===== src/rtl/looper_pkg.sv =====
`default_nettype none
// ============================================================================
//  Module   : looper_pkg
//  Purpose  : Shared definitions for the memory-dump transmitter: FSM state
//             encoding, byte-count helper and checksum width.
//  Revision : 1.0  initial release
// ============================================================================
package looper_pkg;

    // Dump sequencer states (explicitly encoded, 3 bits)
    typedef enum logic [2:0] {
        ST_IDLE = 3'd0,
        ST_RD   = 3'd1,
        ST_CAP  = 3'd2,
        ST_SEND = 3'd3,
        ST_GAP  = 3'd4,
        ST_NEXT = 3'd5,
        ST_FIN  = 3'd6
    } state_t;

    // Width of the running checksum byte
    localparam int c_ck_w = 8;

    // Number of bytes per memory word
    function automatic int byte_count(input int dw);
        return dw / 8;
    endfunction

endpackage
`default_nettype wire


===== src/rtl/dump_ser.sv =====
`default_nettype none
// ============================================================================
//  Module   : dump_ser
//  Purpose  : Word-to-byte serializer. Holds the captured memory word in a
//             shift register, counts remaining bytes and presents the MSB byte
//             to the SPART. With MEM_DUMP_CHECKSUM_EN defined it also keeps an
//             8-bit modular sum of all transmitted bytes and can load it as a
//             final byte.
//  Ports    : clk, rst_n        clock, async active-low reset
//             clr               clear checksum (new dump accepted)
//             cap               load mem_dout, byte counter = bytes-1
//             shift            shift left one byte, count down
//             send             sequencer is in SEND
//             ck_load          load checksum as the only remaining byte
//             tx_rdy           SPART ready
//             mem_dout         memory read data
//             tx_ld, tx_data   byte load strobe and byte
//             last_byte        counter is at zero (next GAP underflows)
//  Macro    : MEM_DUMP_CHECKSUM_EN
//  Revision : 1.0  initial release
// ============================================================================
module dump_ser
    import looper_pkg::*;
#(
    parameter int DATA_W = 32
) (
    input  logic              clk,
    input  logic              rst_n,
    input  logic              clr,
    input  logic              cap,
    input  logic              shift,
    input  logic              send,
    input  logic              ck_load,
    input  logic              tx_rdy,
    input  logic [DATA_W-1:0] mem_dout,
    output logic              tx_ld,
    output logic [7:0]        tx_data,
    output logic              last_byte
);

    localparam int c_bytes = byte_count(DATA_W);
    localparam int c_cnt_w = (c_bytes > 1) ? $clog2(c_bytes) : 1;
    localparam logic [c_cnt_w-1:0] c_cnt_top = c_cnt_w'(c_bytes - 1);

    logic [DATA_W-1:0]  r_shift;
    logic [c_cnt_w-1:0] r_cnt;

    assign tx_ld     = send & tx_rdy;
    assign tx_data   = r_shift[DATA_W-1 -: 8];
    assign last_byte = (r_cnt == '0);

`ifdef MEM_DUMP_CHECKSUM_EN
    logic [c_ck_w-1:0] r_sum;

    always_ff @(posedge clk or negedge rst_n) begin
        if (!rst_n) begin
            r_sum <= '0;
        end else if (clr) begin
            r_sum <= '0;
        end else if (tx_ld) begin
            r_sum <= r_sum + tx_data;
        end
    end
`else
    logic w_unused_ck;
    assign w_unused_ck = ck_load & clr;
`endif

    always_ff @(posedge clk or negedge rst_n) begin
        if (!rst_n) begin
            r_shift <= '0;
            r_cnt   <= '0;
        end else if (cap) begin
            r_shift <= mem_dout;
            r_cnt   <= c_cnt_top;
        end else if (shift) begin
            r_shift <= r_shift << 8;
            // Hold at zero on the last byte; the sequencer has already seen
            // the underflow condition and moves on.
            if (r_cnt != '0) begin
                r_cnt <= r_cnt - 1'b1;
            end
`ifdef MEM_DUMP_CHECKSUM_EN
        end else if (ck_load) begin
            // Checksum goes out as a one-byte "word" through SEND/GAP
            r_shift <= DATA_W'(r_sum) << (DATA_W - c_ck_w);
            r_cnt   <= '0;
`endif
        end
    end

endmodule
`default_nettype wire


===== src/rtl/mem_dump_tx.sv =====
`default_nettype none
// ============================================================================
//  Module   : mem_dump_tx
//  Purpose  : Reads memory words start_addr..stop_addr (inclusive) and sends
//             them byte-wise, MSB first, to a SPART transmitter. Owns the
//             sequencing FSM and address counter; byte serialization lives
//             in dump_ser.
//  Ports    : clk, rst_n              clock, async active-low reset
//             start, start_addr,
//             stop_addr               dump request and inclusive range
//             mem_en, mem_addr,
//             mem_dout                1-cycle-latency memory read port
//             tx_rdy, tx_ld, tx_data  SPART byte interface
//             busy, done, err         status
//  Macro    : MEM_DUMP_CHECKSUM_EN (append 8-bit sum byte after the data)
//  Revision : 1.0  initial release
// ============================================================================
module mem_dump_tx
    import looper_pkg::*;
#(
    parameter int ADDR_W = 14,
    parameter int DATA_W = 32
) (
    input  logic              clk,
    input  logic              rst_n,
    input  logic              start,
    input  logic [ADDR_W-1:0] start_addr,
    input  logic [ADDR_W-1:0] stop_addr,
    output logic              mem_en,
    output logic [ADDR_W-1:0] mem_addr,
    input  logic [DATA_W-1:0] mem_dout,
    input  logic              tx_rdy,
    output logic              tx_ld,
    output logic [7:0]        tx_data,
    output logic              busy,
    output logic              done,
    output logic              err
);

`ifdef MEM_DUMP_CHECKSUM_EN
    localparam bit c_ck_en = 1'b1;
`else
    localparam bit c_ck_en = 1'b0;
`endif

    state_t            r_state;
    state_t            w_next;
    logic [ADDR_W-1:0] r_addr;
    logic [ADDR_W-1:0] r_stop;
    logic              r_err;
    logic              w_at_stop;
    logic              w_accept;
    logic              w_last_byte;
    logic              w_ck_phase;
    logic              w_ck_load;
    logic              w_cap;
    logic              w_shift;
    logic              w_send;

    assign w_at_stop = (r_addr == r_stop);
    assign w_accept  = (r_state == ST_IDLE) && start;
    assign mem_addr  = r_addr;

`ifdef MEM_DUMP_CHECKSUM_EN
    logic r_ck_phase;

    // Set while the checksum byte is in flight so GAP ends the dump
    always_ff @(posedge clk or negedge rst_n) begin
        if (!rst_n) begin
            r_ck_phase <= 1'b0;
        end else if (w_accept) begin
            r_ck_phase <= 1'b0;
        end else if (w_ck_load) begin
            r_ck_phase <= 1'b1;
        end
    end

    assign w_ck_phase = r_ck_phase;
    assign w_ck_load  = (r_state == ST_NEXT) && w_at_stop;
`else
    assign w_ck_phase = 1'b0;
    assign w_ck_load  = 1'b0;
`endif

    // State register
    always_ff @(posedge clk or negedge rst_n) begin
        if (!rst_n) begin
            r_state <= ST_IDLE;
        end else begin
            r_state <= w_next;
        end
    end

    // Next-state logic
    always_comb begin
        w_next = r_state;
        case (r_state)
            ST_IDLE: begin
                if (start) begin
                    w_next = (stop_addr < start_addr) ? ST_FIN : ST_RD;
                end
            end
            ST_RD:   w_next = ST_CAP;
            ST_CAP:  w_next = ST_SEND;
            ST_SEND: w_next = tx_rdy ? ST_GAP : ST_SEND;
            ST_GAP: begin
                if (!w_last_byte) begin
                    w_next = ST_SEND;
                end else begin
                    w_next = w_ck_phase ? ST_FIN : ST_NEXT;
                end
            end
            ST_NEXT: begin
                // Compare before increment so the top address never wraps
                if (w_at_stop) begin
                    w_next = c_ck_en ? ST_SEND : ST_FIN;
                end else begin
                    w_next = ST_RD;
                end
            end
            ST_FIN:  w_next = ST_IDLE;
            default: w_next = ST_IDLE;
        endcase
    end

    // Output logic
    always_comb begin
        mem_en  = (r_state == ST_RD);
        busy    = (r_state != ST_IDLE);
        done    = (r_state == ST_FIN);
        err     = (r_state == ST_FIN) && r_err;
        w_cap   = (r_state == ST_CAP);
        w_shift = (r_state == ST_GAP);
        w_send  = (r_state == ST_SEND);
    end

    // Address sequencing
    always_ff @(posedge clk or negedge rst_n) begin
        if (!rst_n) begin
            r_addr <= '0;
            r_stop <= '0;
            r_err  <= 1'b0;
        end else if (w_accept) begin
            r_addr <= start_addr;
            r_stop <= stop_addr;
            r_err  <= (stop_addr < start_addr);
        end else if ((r_state == ST_NEXT) && !w_at_stop) begin
            r_addr <= r_addr + {{(ADDR_W-1){1'b0}}, 1'b1};
        end
    end

    dump_ser #(
        .DATA_W (DATA_W)
    ) u_ser (
        .clk       (clk),
        .rst_n     (rst_n),
        .clr       (w_accept),
        .cap       (w_cap),
        .shift     (w_shift),
        .send      (w_send),
        .ck_load   (w_ck_load),
        .tx_rdy    (tx_rdy),
        .mem_dout  (mem_dout),
        .tx_ld     (tx_ld),
        .tx_data   (tx_data),
        .last_byte (w_last_byte)
    );

endmodule
`default_nettype wire

===== config.mk =====
export PLATFORM = sky130hd
export DESIGN_NAME = mem_dump_tx
export DESIGN_NICKNAME = d
export VERILOG_FILES = /design/src/rtl/looper_pkg.sv /design/src/rtl/dump_ser.sv /design/src/rtl/mem_dump_tx.sv
export SDC_FILE = /design/constraint.sdc
export NUM_CORES = 1
export LEC_CHECK = 0
export CAP_MARGIN = 25
export CORE_MARGIN = 2
export CORE_UTILIZATION = 50
export DETAILED_ROUTE_END_ITERATION = 8
export GPL_ROUTABILITY_DRIVEN = 1
export GPL_TIMING_DRIVEN = 0
export PLACE_DENSITY = 0.82
export SYNTH_ARGS = -nofsm -noshare
export SYNTH_HDL_FRONTEND = slang
export SYNTH_SLANG_ARGS = --single-unit

===== constraint.sdc =====
create_clock -name clk -period 2.58 [get_ports clk]
set_input_delay 0.258 -clock clk [delete_from_list [all_inputs] [get_ports clk]]
set_output_delay 0.258 -clock clk [all_outputs]
set_load 0.03 [all_outputs]

==> out/summary.md, run 1 <==
Run status
- finished, violations left — status
- hold timing — violations in the final reports

Floorplan
- 89.2 um — width of the die
- 50.9% — initial cell density of the core
- 91 — I/O pin count
- 31 — row count
- 7960 sq um — Die Outline Area
- 7140 sq um — Core Region
- 89.2 um — height of the die

Timing
- 832 ps — Worst-Margin Slew
- 44.5% — worst relative slew slack
- 0 — count of endpoints failing setup in the final report
- 2410 ps — min Tclk post-route
- 93.4% — portion of the clock cycle consumed by the worst path in the final layout
- 0 ps — total negative setup slack
- 8.15 ps — worst clock skew
- false — setup repair after global routing missed its margin
- 0 — final count of pins violating max slew
- 415 MHz — max frequency
- -3.78 ps — Fin Hold WS
- 1 — final-report hold violation count

GRT
- 25.0% — GRT Overall Usage
- 0 — antenna violations before repair
- 15.1 mm — wire length of the first global-routing pass
- 3236 — vias in the first global route
- 0 — GR Overflow Total
- 67 — pin count of the biggest net entering global routing

Clock tree
- yes — CTS tree
- 2 — number of buffers on the longest clock path
- 80 ps — clock transition at the registers of the reported paths
- 350 ps — source-to-sink clock delay at the later pin of the worst-skew pair
- sky130_fd_sc_hd__clkbuf_8 — Clock Tree Root
- 3 — Clock H-tree levels
- 9 — total clock buffers created by CTS
- 66 — clock tree sinks

Worst setup path
- 350 ps — register-to-register path setup slack
- buffers and inverters — family of cells with the greatest summed delay on the critical path
- output pin — sort of element at the end of the critical path
- flop — sort of element at the start of the critical path
- sky130_fd_sc_hd__clkdlybuf4s50_1 — Crit-path slowest cell
- clkbuf_2 -> inv_1 -> nor3b_1 -> and2_1 -> clkdlybuf4s50_1 — CP cell instances
- 7 — number of cell instances on the worst register-to-register path
- r_state[1] — CP startpoint
- reg -> out — start-to-end type of the worst setup path
- 2320 ps — required time of the critical path
- 3 — Crit path buffers/inverters
- 2150 ps — arrival time at the worst endpoint
- mem_addr[0] — start of the worst register-to-register path
- mem_addr[4] — worst reg2reg endpoint
- 660 ps — largest stage delay on the critical path
- 8 — Crit Path Max Fanout

Layout
- 7.19% — fraction of layout cells with a size suffix above 1
- 4830 sq um — final std cell area, no fill
- 600 — number of standard cells in the layout, taps in and fillers out
- 0 — Antenna Diode Count
- 575 — Layout Nets
- 33.0% — Area growth, synth to finish

Flow run
- 0 — maximum capacitance violations

Synthesis
- 4.10% — parity-gate share of the synthesized area counting xor and xnor cells
- sky130_fd_sc_hd__nand2_1 (85), sky130_fd_sc_hd__dfrtp_1 (66), sky130_fd_sc_hd__o21ai_0 (33), sky130_fd_sc_hd__mux2i_1 (25), sky130_fd_sc_hd__inv_1 (23) — commonest cells in the synthesized netlist
- 45.5% — sequential element share of the synthesized area
- simple AND/OR/NAND/NOR gates — main combinational cell family by area after synthesis
- 5.17% — adder and majority gate portion of the synthesized area
- 474 — post-synth net total
- 14.1% — fraction of the mapped netlist area in compound gates
- 17.7% — fraction of the mapped netlist area in simple logic gates
- 45.5% — Synth top area share
- 0 — number of synthesized flops with an enable pin
- 395 — synthesized instance count
- 100% — async set-or-reset flop fraction in the synthesized netlist
- sky130_fd_sc_hd__dfrtp_1 — post-synth top area cell
- 39 — Cell variety after synth
- 9.20 sq um — mean cell area of the mapped netlist
- 3630 sq um — mapped cell area
- sky130_fd_sc_hd__nand2_1 — cell with the most instances after synthesis
- sky130_fd_sc_hd__dfrtp_1 — main flop type after synthesis
- 0 — total of warnings raised by yosys
- 6.89% — mux share of post-synthesis cell area
- sky130_fd_sc_hd__dfrtp_1 (45%), sky130_fd_sc_hd__nand2_1 (8.8%), sky130_fd_sc_hd__mux2i_1 (6.9%) — cells taking the most area after synthesis
- 66 — FF+latch count, synth

Placement
- 584 — number of cells in the design after placement
- 0.849 — final weighted congestion of routability-driven global placement
- 90 — port bufs
- 4650 sq um — placed instance area
- 7.20 mm — half-perimeter wire length of the detailed placement result

Power and ir drop
- 2.20 nW — cell leakage power
- 1150 nW/um^2 — Power Density
- 0.503 mV — VDD IR-drop max

Drt
- 0 — Remaining DRCs
- 3283 — total number of vias
- 15.5 um — average wire length per cell after detail routing
- 4 — drt first pass iters
- 5.47 — vias per cell
- 0 — number of antenna-violating nets in the routed design
- 244 — number of DRC violations after detailed-routing iteration 0
- 9.33 mm — WL final

Hold path
- in -> async — hold crit path type

routing by layer:
metal,wire length [um],up-vias,GRT usage (%)
li1,-,1563,-
met1,3980,1577,33.0
met2,4580,116,40.1
met3,461,27,3.60
met4,305,0,12.9
met5,0,-,0
stage by stage:
stage / hold slack, ps / utilization (%) / setup slack [ps] / power [W]
global placement: 462 / 65.3 / -851 / 0.00463
finish: -3.78 / 67.7 / 170 / 0.00554
detailed placement: 409 / 65.2 / 43.9 / 0.00476
floorplan: -37.6 / - / 462 / 0.00379
global route: 54.8 / 67.7 / 65.8 / 0.00593
CTS: 32.0 / 67.7 / 80.9 / 0.00555
registers in the layout, summed over array words and instances (netlist names):
name,flops
mem_addr,14
r_err,1
u_ser.r_shift,32
r_stop,14
u_ser.r_cnt,2
r_state,3
power breakdown:
group / internal, W / switching (W)
clock: 0.000355 / 0.000432
sequential: 0.00151 / 0.000420
combinational: 0.00126 / 0.00156
total: 0.00313 / 0.00241
repair_timing:
action / CTS / global route
buffers inserted: 0 / 0
hold endpoints to repair: 0 / 0
setup endpoints to repair: 0 / 2
resized for setup: 0 / 4
hold buffers: 0 / 0
cells in the final DEF (no fill, tap or decap), types with 2 or more instances in the layout:
cell / n
sky130_fd_sc_hd__clkdlybuf4s50_1: 89
sky130_fd_sc_hd__nand2_1: 85
sky130_fd_sc_hd__dfrtp_1: 66
sky130_fd_sc_hd__o21ai_0: 33
sky130_fd_sc_hd__mux2i_1: 25
sky130_fd_sc_hd__inv_1: 23
sky130_fd_sc_hd__xnor2_1: 17
sky130_fd_sc_hd__ha_1: 15
sky130_fd_sc_hd__a21oi_1: 12
sky130_fd_sc_hd__clkbuf_1: 10
sky130_fd_sc_hd__buf_4: 10
sky130_fd_sc_hd__nor3_1: 9
sky130_fd_sc_hd__nor2_1: 9
sky130_fd_sc_hd__o21ai_1: 9
sky130_fd_sc_hd__clkbuf_8: 9
sky130_fd_sc_hd__a221o_1: 8
sky130_fd_sc_hd__a22o_1: 8
sky130_fd_sc_hd__nand3_1: 7
sky130_fd_sc_hd__nor3b_1: 6
sky130_fd_sc_hd__nand4_1: 5
sky130_fd_sc_hd__a21o_1: 5
sky130_fd_sc_hd__and3_1: 5
sky130_fd_sc_hd__clkbuf_2: 4
sky130_fd_sc_hd__buf_2: 3
sky130_fd_sc_hd__nor4_1: 3
sky130_fd_sc_hd__inv_6: 3
sky130_fd_sc_hd__and2_1: 2
sky130_fd_sc_hd__nand2b_1: 2
sky130_fd_sc_hd__or2_1: 2
sky130_fd_sc_hd__clkinv_2: 2
sky130_fd_sc_hd__clkinvlp_4: 2
worst max-delay path by stage:
| stage | slack [ps] | cells after the start | end |
|---|---|---|---|
| final | 170 | 5 | err |
| after global routing | 70 | 4 | tx_ld |
| after CTS | 80 | 4 | err |
| after detailed placement | 40 | 9 | r_state[0] |
| after global placement | -850 | 1 | u_ser.r_shift[28] |
| after floorplan | 460 | 3 | err |
cell type report:
type,count,area (sq um)
Fill cell,606,2300
Sequential cell,66,1650
Multi-Input combinational cell,278,1740
Tap cell,99,124
Timing Repair Buffer,90,898
Clock inverter,7,51.3
Clock buffer,9,124
Buffer,28,155
Inverter,23,86.3
logic make-up after synthesis:
group	after synthesis
AOI/OAI and AO/OA	82
adders and majority gates	15
and+or+nand+nor	139
DFF	66
buffers and inverters	51
xor gates and xnor gates	17
muxes	25
Note: power is estimated with default switching activity, not from simulation.
==> inputs of run 2 (changes only) <==
--- a/config.mk
+++ b/config.mk
@@ -7,11 +7,11 @@
 export LEC_CHECK = 0
 export CAP_MARGIN = 25
 export CORE_MARGIN = 2
-export CORE_UTILIZATION = 50
+export CORE_UTILIZATION = 53
 export DETAILED_ROUTE_END_ITERATION = 8
 export GPL_ROUTABILITY_DRIVEN = 1
 export GPL_TIMING_DRIVEN = 0
-export PLACE_DENSITY = 0.82
+export PLACE_DENSITY = 0.86
 export SYNTH_ARGS = -nofsm -noshare
 export SYNTH_HDL_FRONTEND = slang
 export SYNTH_SLANG_ARGS = --single-unit
==> constraint.sdc (replaced) <==
create_clock -name clk -period 3.1 [get_ports clk]
set_input_delay 0.31 -clock clk [delete_from_list [all_inputs] [get_ports clk]]
set_output_delay 0.31 -clock clk [all_outputs]
set_load 0.03 [all_outputs]
==> out/summary.md, run 2 (synthesized netlist as in run 1, its figures left out) <==
Layout
- 1650 sq um — Sequential Area, unchanged
- 1740 sq um — Multi-input gate area, unchanged
- 71.9% — Final Util, was 67.7%
- sky130_fd_sc_hd__clkdlybuf4s50_1 — most frequent standard cell in the layout excluding fill and tap cells, unchanged
- 0 — Antenna Diode Count, unchanged
- sky130_fd_sc_hd__clkdlybuf4s50_1 (89), sky130_fd_sc_hd__nand2_1 (85), sky130_fd_sc_hd__dfrtp_1 (66) — most used cells in the layout excluding fill and tap cells, unchanged
- 4830 sq um — final std cell area, no fill, unchanged
- 33.0% — Area growth, synth to finish, unchanged
- 500 — total of fill cells in the finished design, was 606
- 6.79% — fraction of layout cells with a size suffix above 1, was 7.19%
- u_ser.r_shift — register ranked first by flip-flop count, unchanged
- 32 — Largest register FFs, unchanged
- 575 — Layout Nets, unchanged

Clock tree
- 360 ps — source-to-sink clock delay at the later pin of the worst-skew pair, was 350 ps
- 9 — total clock buffers created by CTS, unchanged
- 3 — Clock H-tree levels, unchanged
- 0 — number of buffers added for setup after CTS, unchanged
- 66 — clock tree sinks, unchanged
- 0 — hold-fix buffers at CTS, unchanged
- 2 — number of buffers on the longest clock path, unchanged
- 0 — Resized cells post-CTS, unchanged
- sky130_fd_sc_hd__clkbuf_8 — Clock Tree Root, unchanged
- yes — CTS tree, unchanged
- 80 ps — clock transition at the registers of the reported paths, about the same

Drt
- 5 — drt first pass iters, was 4
- 0 — number of antenna-violating nets in the routed design, unchanged
- 0 — Remaining DRCs, unchanged
- 9.28 mm — WL final, was 9.33 mm
- 16.0 um — average wire length per cell after detail routing, was 15.5 um
- 194 — number of DRC violations after detailed-routing iteration 0, was 244
- 5.63 — vias per cell, was 5.47
- 3271 — total number of vias, was 3283

Worst setup path
- flop — sort of element at the start of the critical path, unchanged
- sky130_fd_sc_hd__clkdlybuf4s50_1 — Crit-path slowest cell, unchanged
- reg -> out — start-to-end type of the worst setup path, unchanged
- output pin — sort of element at the end of the critical path, unchanged
- 7 — number of cell instances on the worst register-to-register path, unchanged
- 2240 ps — arrival time at the worst endpoint, was 2150 ps
- 730 ps — largest stage delay on the critical path, was 660 ps
- clkbuf_1 -> nand2_1 -> nor3_1 -> clkdlybuf4s50_1 — CP cell instances, was clkbuf_2 -> inv_1 -> nor3b_1 -> and2_1 -> clkdlybuf4s50_1
- 10 — Crit Path Max Fanout, was 8
- 820 ps — register-to-register path setup slack, was 350 ps
- 2790 ps — required time of the critical path, was 2320 ps

Timing
- 82.2% — portion of the clock cycle consumed by the worst path in the final layout
- 0 ps — total negative setup slack, unchanged
- 0 — final-report hold violation count, was 1
- 825 ps — Worst-Margin Slew, was 832 ps
- 15.3 ps — worst clock skew, was 8.15 ps
- 44.8 ps — Fin Hold WS, was -3.78 ps
- 392 MHz — max frequency
- 2550 ps — min Tclk post-route
- 0 — final count of pins violating max slew, unchanged
- 45.0% — worst relative slew slack, was 44.5%
- 0 — count of endpoints failing setup in the final report, unchanged
- false — setup repair after global routing missed its margin, unchanged

GRT
- 67 — pin count of the biggest net entering global routing, unchanged
- 25.6% — GRT Overall Usage, was 25.0%
- 3158 — vias in the first global route, was 3236
- 14.8 mm — wire length of the first global-routing pass, was 15.1 mm
- 0 — GR Overflow Total, unchanged
- 0 — antenna violations before repair, unchanged

Placement
- 90 — port bufs, unchanged
- 0.811 — final weighted congestion of routability-driven global placement, was 0.849
- 4630 sq um — placed instance area, was 4650 sq um
- 6.88 mm — half-perimeter wire length of the detailed placement result, was 7.20 mm

Hold path
- in -> async — hold crit path type, unchanged

Power and ir drop
- 0.675 mV — VDD IR-drop max, was 0.503 mV
- 2.21 nW — cell leakage power, was 2.20 nW
- 970 nW/um^2 — Power Density, was 1150 nW/um^2

Run status
- complete, no violations — status, was finished, violations left

Floorplan
- 86.8 um — width of the die, was 89.2 um
- 6720 sq um — Core Region, was 7140 sq um
- 30 — row count, was 31
- 7530 sq um — Die Outline Area, was 7960 sq um
- 54.1% — initial cell density of the core, was 50.9%
- 91 — I/O pin count, unchanged
- 86.8 um — height of the die, was 89.2 um

Flow run
- 0 — maximum capacitance violations, unchanged

## run 2: cell count changes in the layout (fill, tap and decap cells not counted)
cell / before / now
sky130_fd_sc_hd__clkinvlp_4: 2 / 1
sky130_fd_sc_hd__bufinv_16: 0 / 1
sky130_fd_sc_hd__clkbuf_2: 4 / 2
sky130_fd_sc_hd__clkinv_2: 2 / 1
sky130_fd_sc_hd__clkbuf_1: 10 / 12
sky130_fd_sc_hd__inv_6: 3 / 1
sky130_fd_sc_hd__clkinv_4: 0 / 3
## run 2: final cells by class
type	count	share of cell area [%]
Tap cell	80	2.07
Timing Repair Buffer	90	18.6
Sequential cell	66	34.2
Clock buffer	9	2.56
Clock inverter	7	1.61
Buffer	28	3.16
Inverter	23	1.79
Multi-Input combinational cell	278	36.0
## run 2: final timing paths
check	start	end
max	r_state[0]	tx_ld
min	rst_n	r_stop[7]
max reg2reg	mem_addr[9]	mem_addr[6]
min reg2reg	u_ser.r_shift[19]	u_ser.r_shift[19]
max in group asynchronous	rst_n	u_ser.r_cnt[0]
min in group clk	u_ser.r_shift[19]	u_ser.r_shift[19]
## run 2: worst max-delay path, delay by kind of cell (launching register included)
| kind | cells | cell delay (ps) |
|---|---|---|
| flip-flops | 1 | 420 |
| buffers and inverters | 2 | 1060 |
| AND/OR/NAND/NOR | 2 | 410 |
## run 2: layer usage
| metal | vias up | GRT usage, % | part of all wire [%] |
|---|---|---|---|
| li1 | 1557 | - | - |
| met4 | 0 | 12.1 | 2.1 |
| met2 | 130 | 42.4 | 49 |
| met5 | - | 0 | 0 |
| met1 | 1563 | 32.4 | 42 |
| met3 | 21 | 4.76 | 6.1 |
## run 2: power by group
| part | switching (W) | total (W) | internal (W) |
|---|---|---|---|
| Combinational | 0.00129 | 0.00234 | 0.00105 |
| Clock | 0.000365 | 0.000742 | 0.000376 |
| Sequential | 0.000351 | 0.00161 | 0.00126 |
## run 2: stage by stage
step | instances | power, W | worst slack (ps)
3_3_place_gp | 565 | 0.00384 | -396
4_1_cts | 581 | 0.00468 | 568
2_1_floorplan | 395 | 0.00315 | 930
5_1_grt | 581 | 0.00498 | 455
6_report | 581 | 0.00469 | 552
3_5_place_dp | 565 | 0.00393 | 536
==> inputs of run 3 (changes only) <==
--- a/config.mk
+++ b/config.mk
@@ -7,11 +7,11 @@
 export LEC_CHECK = 0
 export CAP_MARGIN = 25
 export CORE_MARGIN = 2
-export CORE_UTILIZATION = 53
+export CORE_UTILIZATION = 50
 export DETAILED_ROUTE_END_ITERATION = 8
 export GPL_ROUTABILITY_DRIVEN = 1
 export GPL_TIMING_DRIVEN = 0
-export PLACE_DENSITY = 0.86
+export PLACE_DENSITY = 0.82
 export SYNTH_ARGS = -nofsm -noshare
 export SYNTH_HDL_FRONTEND = slang
 export SYNTH_SLANG_ARGS = --single-unit
==> constraint.sdc (replaced) <==
create_clock -name clk -period 2.5 [get_ports clk]
set_input_delay 0.25 -clock clk [delete_from_list [all_inputs] [get_ports clk]]
set_output_delay 0.25 -clock clk [all_outputs]
set_load 0.03 [all_outputs]
==> out/summary.md, run 3 (synthesized netlist as in run 1, its figures left out) <==
Layout
- 67.8% — Final Util, was 71.9%
- 575 — Layout Nets, unchanged
- u_ser.r_shift — register ranked first by flip-flop count, unchanged
- 7.19% — fraction of layout cells with a size suffix above 1, was 6.79%
- 33.2% — Area growth, synth to finish, was 33.0%
- 0 — Antenna Diode Count, unchanged
- 32 — Largest register FFs, unchanged
- 600 — number of standard cells in the layout, taps in and fillers out, was 581
- sky130_fd_sc_hd__clkdlybuf4s50_1 — most frequent standard cell in the layout excluding fill and tap cells, unchanged
- 605 — total of fill cells in the finished design, was 500
- 4840 sq um — final std cell area, no fill, was 4830 sq um
- sky130_fd_sc_hd__clkdlybuf4s50_1 (87), sky130_fd_sc_hd__nand2_1 (85), sky130_fd_sc_hd__dfrtp_1 (66) — most used cells in the layout excluding fill and tap cells, was sky130_fd_sc_hd__clkdlybuf4s50_1 (89), sky130_fd_sc_hd__nand2_1 (85), sky130_fd_sc_hd__dfrtp_1 (66)

Timing
- 92.6% — portion of the clock cycle consumed by the worst path in the final layout
- 2310 ps — min Tclk post-route
- 0 — count of endpoints failing setup in the final report, unchanged
- 432 MHz — max frequency
- 8.44 ps — worst clock skew, was 15.3 ps
- 4 — final-report hold violation count, was 0
- -14.6 ps — Fin Hold WS, was 44.8 ps
- false — setup repair after global routing missed its margin, unchanged
- 0 — final count of pins violating max slew, unchanged
- 44.9% — worst relative slew slack, was 45.0%
- 827 ps — Worst-Margin Slew, was 825 ps

Worst setup path
- mem_addr[0] — start of the worst register-to-register path, was mem_addr[9]
- 3 — Crit path buffers/inverters, was 2
- buffers and inverters — family of cells with the greatest summed delay on the critical path, unchanged
- reg -> out — start-to-end type of the worst setup path, unchanged
- 8 — Crit Path Max Fanout, was 10
- output pin — sort of element at the end of the critical path, unchanged
- mem_addr[4] — worst reg2reg endpoint, was mem_addr[6]
- 2250 ps — required time of the critical path, was 2790 ps
- 270 ps — register-to-register path setup slack, was 820 ps
- 730 ps — largest stage delay on the critical path, about the same
- 7 — number of cell instances on the worst register-to-register path, unchanged
- clkbuf_2 -> inv_1 -> nor3b_1 -> clkdlybuf4s50_1 — CP cell instances, was clkbuf_1 -> nand2_1 -> nor3_1 -> clkdlybuf4s50_1
- 2060 ps — arrival time at the worst endpoint, was 2240 ps
- flop — sort of element at the start of the critical path, unchanged
- sky130_fd_sc_hd__clkdlybuf4s50_1 — Crit-path slowest cell, unchanged

GRT
- 67 — pin count of the biggest net entering global routing, unchanged
- 0 — antenna violations before repair, unchanged
- 3236 — vias in the first global route, was 3158
- 0 — GR Overflow Total, unchanged
- 25.0% — GRT Overall Usage, was 25.6%
- 15.1 mm — wire length of the first global-routing pass, was 14.8 mm

Flow run
- 0 — maximum capacitance violations, unchanged

Power and ir drop
- 0.00572 W — Power, Total, was 0.00469 W
- 2.24 nW — cell leakage power, was 2.21 nW
- 0.517 mV — VDD IR-drop max, was 0.675 mV
- 1180 nW/um^2 — Power Density, was 970 nW/um^2

Clock tree
- 80 ps — clock transition at the registers of the reported paths, about the same
- yes — CTS tree, unchanged
- 66 — clock tree sinks, unchanged
- 9 — total clock buffers created by CTS, unchanged
- 2 — number of buffers on the longest clock path, unchanged
- 350 ps — source-to-sink clock delay at the later pin of the worst-skew pair, was 360 ps
- 3 — Clock H-tree levels, unchanged
- 0 — hold-fix buffers at CTS, unchanged
- sky130_fd_sc_hd__clkbuf_8 — Clock Tree Root, unchanged
- 0 — number of buffers added for setup after CTS, unchanged

Drt
- 3263 — total number of vias, was 3271
- 15.6 um — average wire length per cell after detail routing, was 16.0 um
- 0 — Remaining DRCs, unchanged
- 5.44 — vias per cell, was 5.63
- 5 — drt first pass iters, unchanged
- 0 — number of antenna-violating nets in the routed design, unchanged
- 9.34 mm — WL final, was 9.28 mm
- 243 — number of DRC violations after detailed-routing iteration 0, was 194

Placement
- 584 — number of cells in the design after placement, was 565
- 4650 sq um — placed instance area, was 4630 sq um
- 0.849 — final weighted congestion of routability-driven global placement, was 0.811
- 7.20 mm — half-perimeter wire length of the detailed placement result, was 6.88 mm
- 90 — port bufs, unchanged

Floorplan
- 50.9% — initial cell density of the core, was 54.1%
- 91 — I/O pin count, unchanged
- 31 — row count, was 30
- 7960 sq um — Die Outline Area, was 7530 sq um
- 7140 sq um — Core Region, was 6720 sq um
- 89.2 um — height of the die, was 86.8 um
- 89.2 um — width of the die, was 86.8 um

Run status
- finished, violations left — status, was complete, no violations
- hold timing — violations in the final reports

Hold path
- in -> async — hold crit path type, unchanged

[run 3: through the flow]
stage	setup TNS (ps)	worst slack (ps)
after floorplan	0	390
after global placement	-60540	-923
after detailed placement	-30.3	-28.1
after CTS	0	8.86
after global routing	0	98.6
final	0	186
[run 3: worst max-delay path by stage]
stage	from	endpoint	slack, ps	cells past startpoint
global placement	rst_n	u_ser.r_shift[28]	-920	1
detailed placement	start_addr[2]	r_state[0]	-30	9
CTS	r_state[2]	err	9	4
global route	r_state[1]	done	100	4
floorplan	r_state[2]	err	390	3
finish	r_state[1]	done	190	4
[run 3: power by group]
part / leakage (nW) / switching, W / internal [W]
sequential: 0.819 / 0.000433 / 0.00156
clock: 0.0864 / 0.000446 / 0.000366
combinational: 1.33 / 0.00161 / 0.00130
total: 2.24 / 0.00249 / 0.00323
[run 3: routing by layer]
metal / wire, um / track usage, % / vias to the layer above
met1: 4010 / 33.0 / 1564
met4: 290 / 12.9 / 0
met2: 4570 / 40.1 / 113
li1: - / - / 1561
met5: 0 / 0 / -
met3: 464 / 3.60 / 25
[run 3: cell type report]
| class | count | area [sq um] | area share [%] |
|---|---|---|---|
| buffer | 28 | 155 | 3.21 |
| clock buffer | 9 | 124 | 2.56 |
| clock inverter | 7 | 51.3 | 1.06 |
| inverter | 23 | 86.3 | 1.78 |
| multi-input combinational | 278 | 1740 | 36.0 |
| sequential | 66 | 1650 | 34.1 |
| tap | 99 | 124 | 2.56 |
| timing repair buffer | 90 | 903 | 18.7 |
[run 3: timing repair]
item,4_1_cts,5_1_grt
hold endpoints to repair,0,0
resized for setup,0,6
endpoints found under the setup margin,0,2
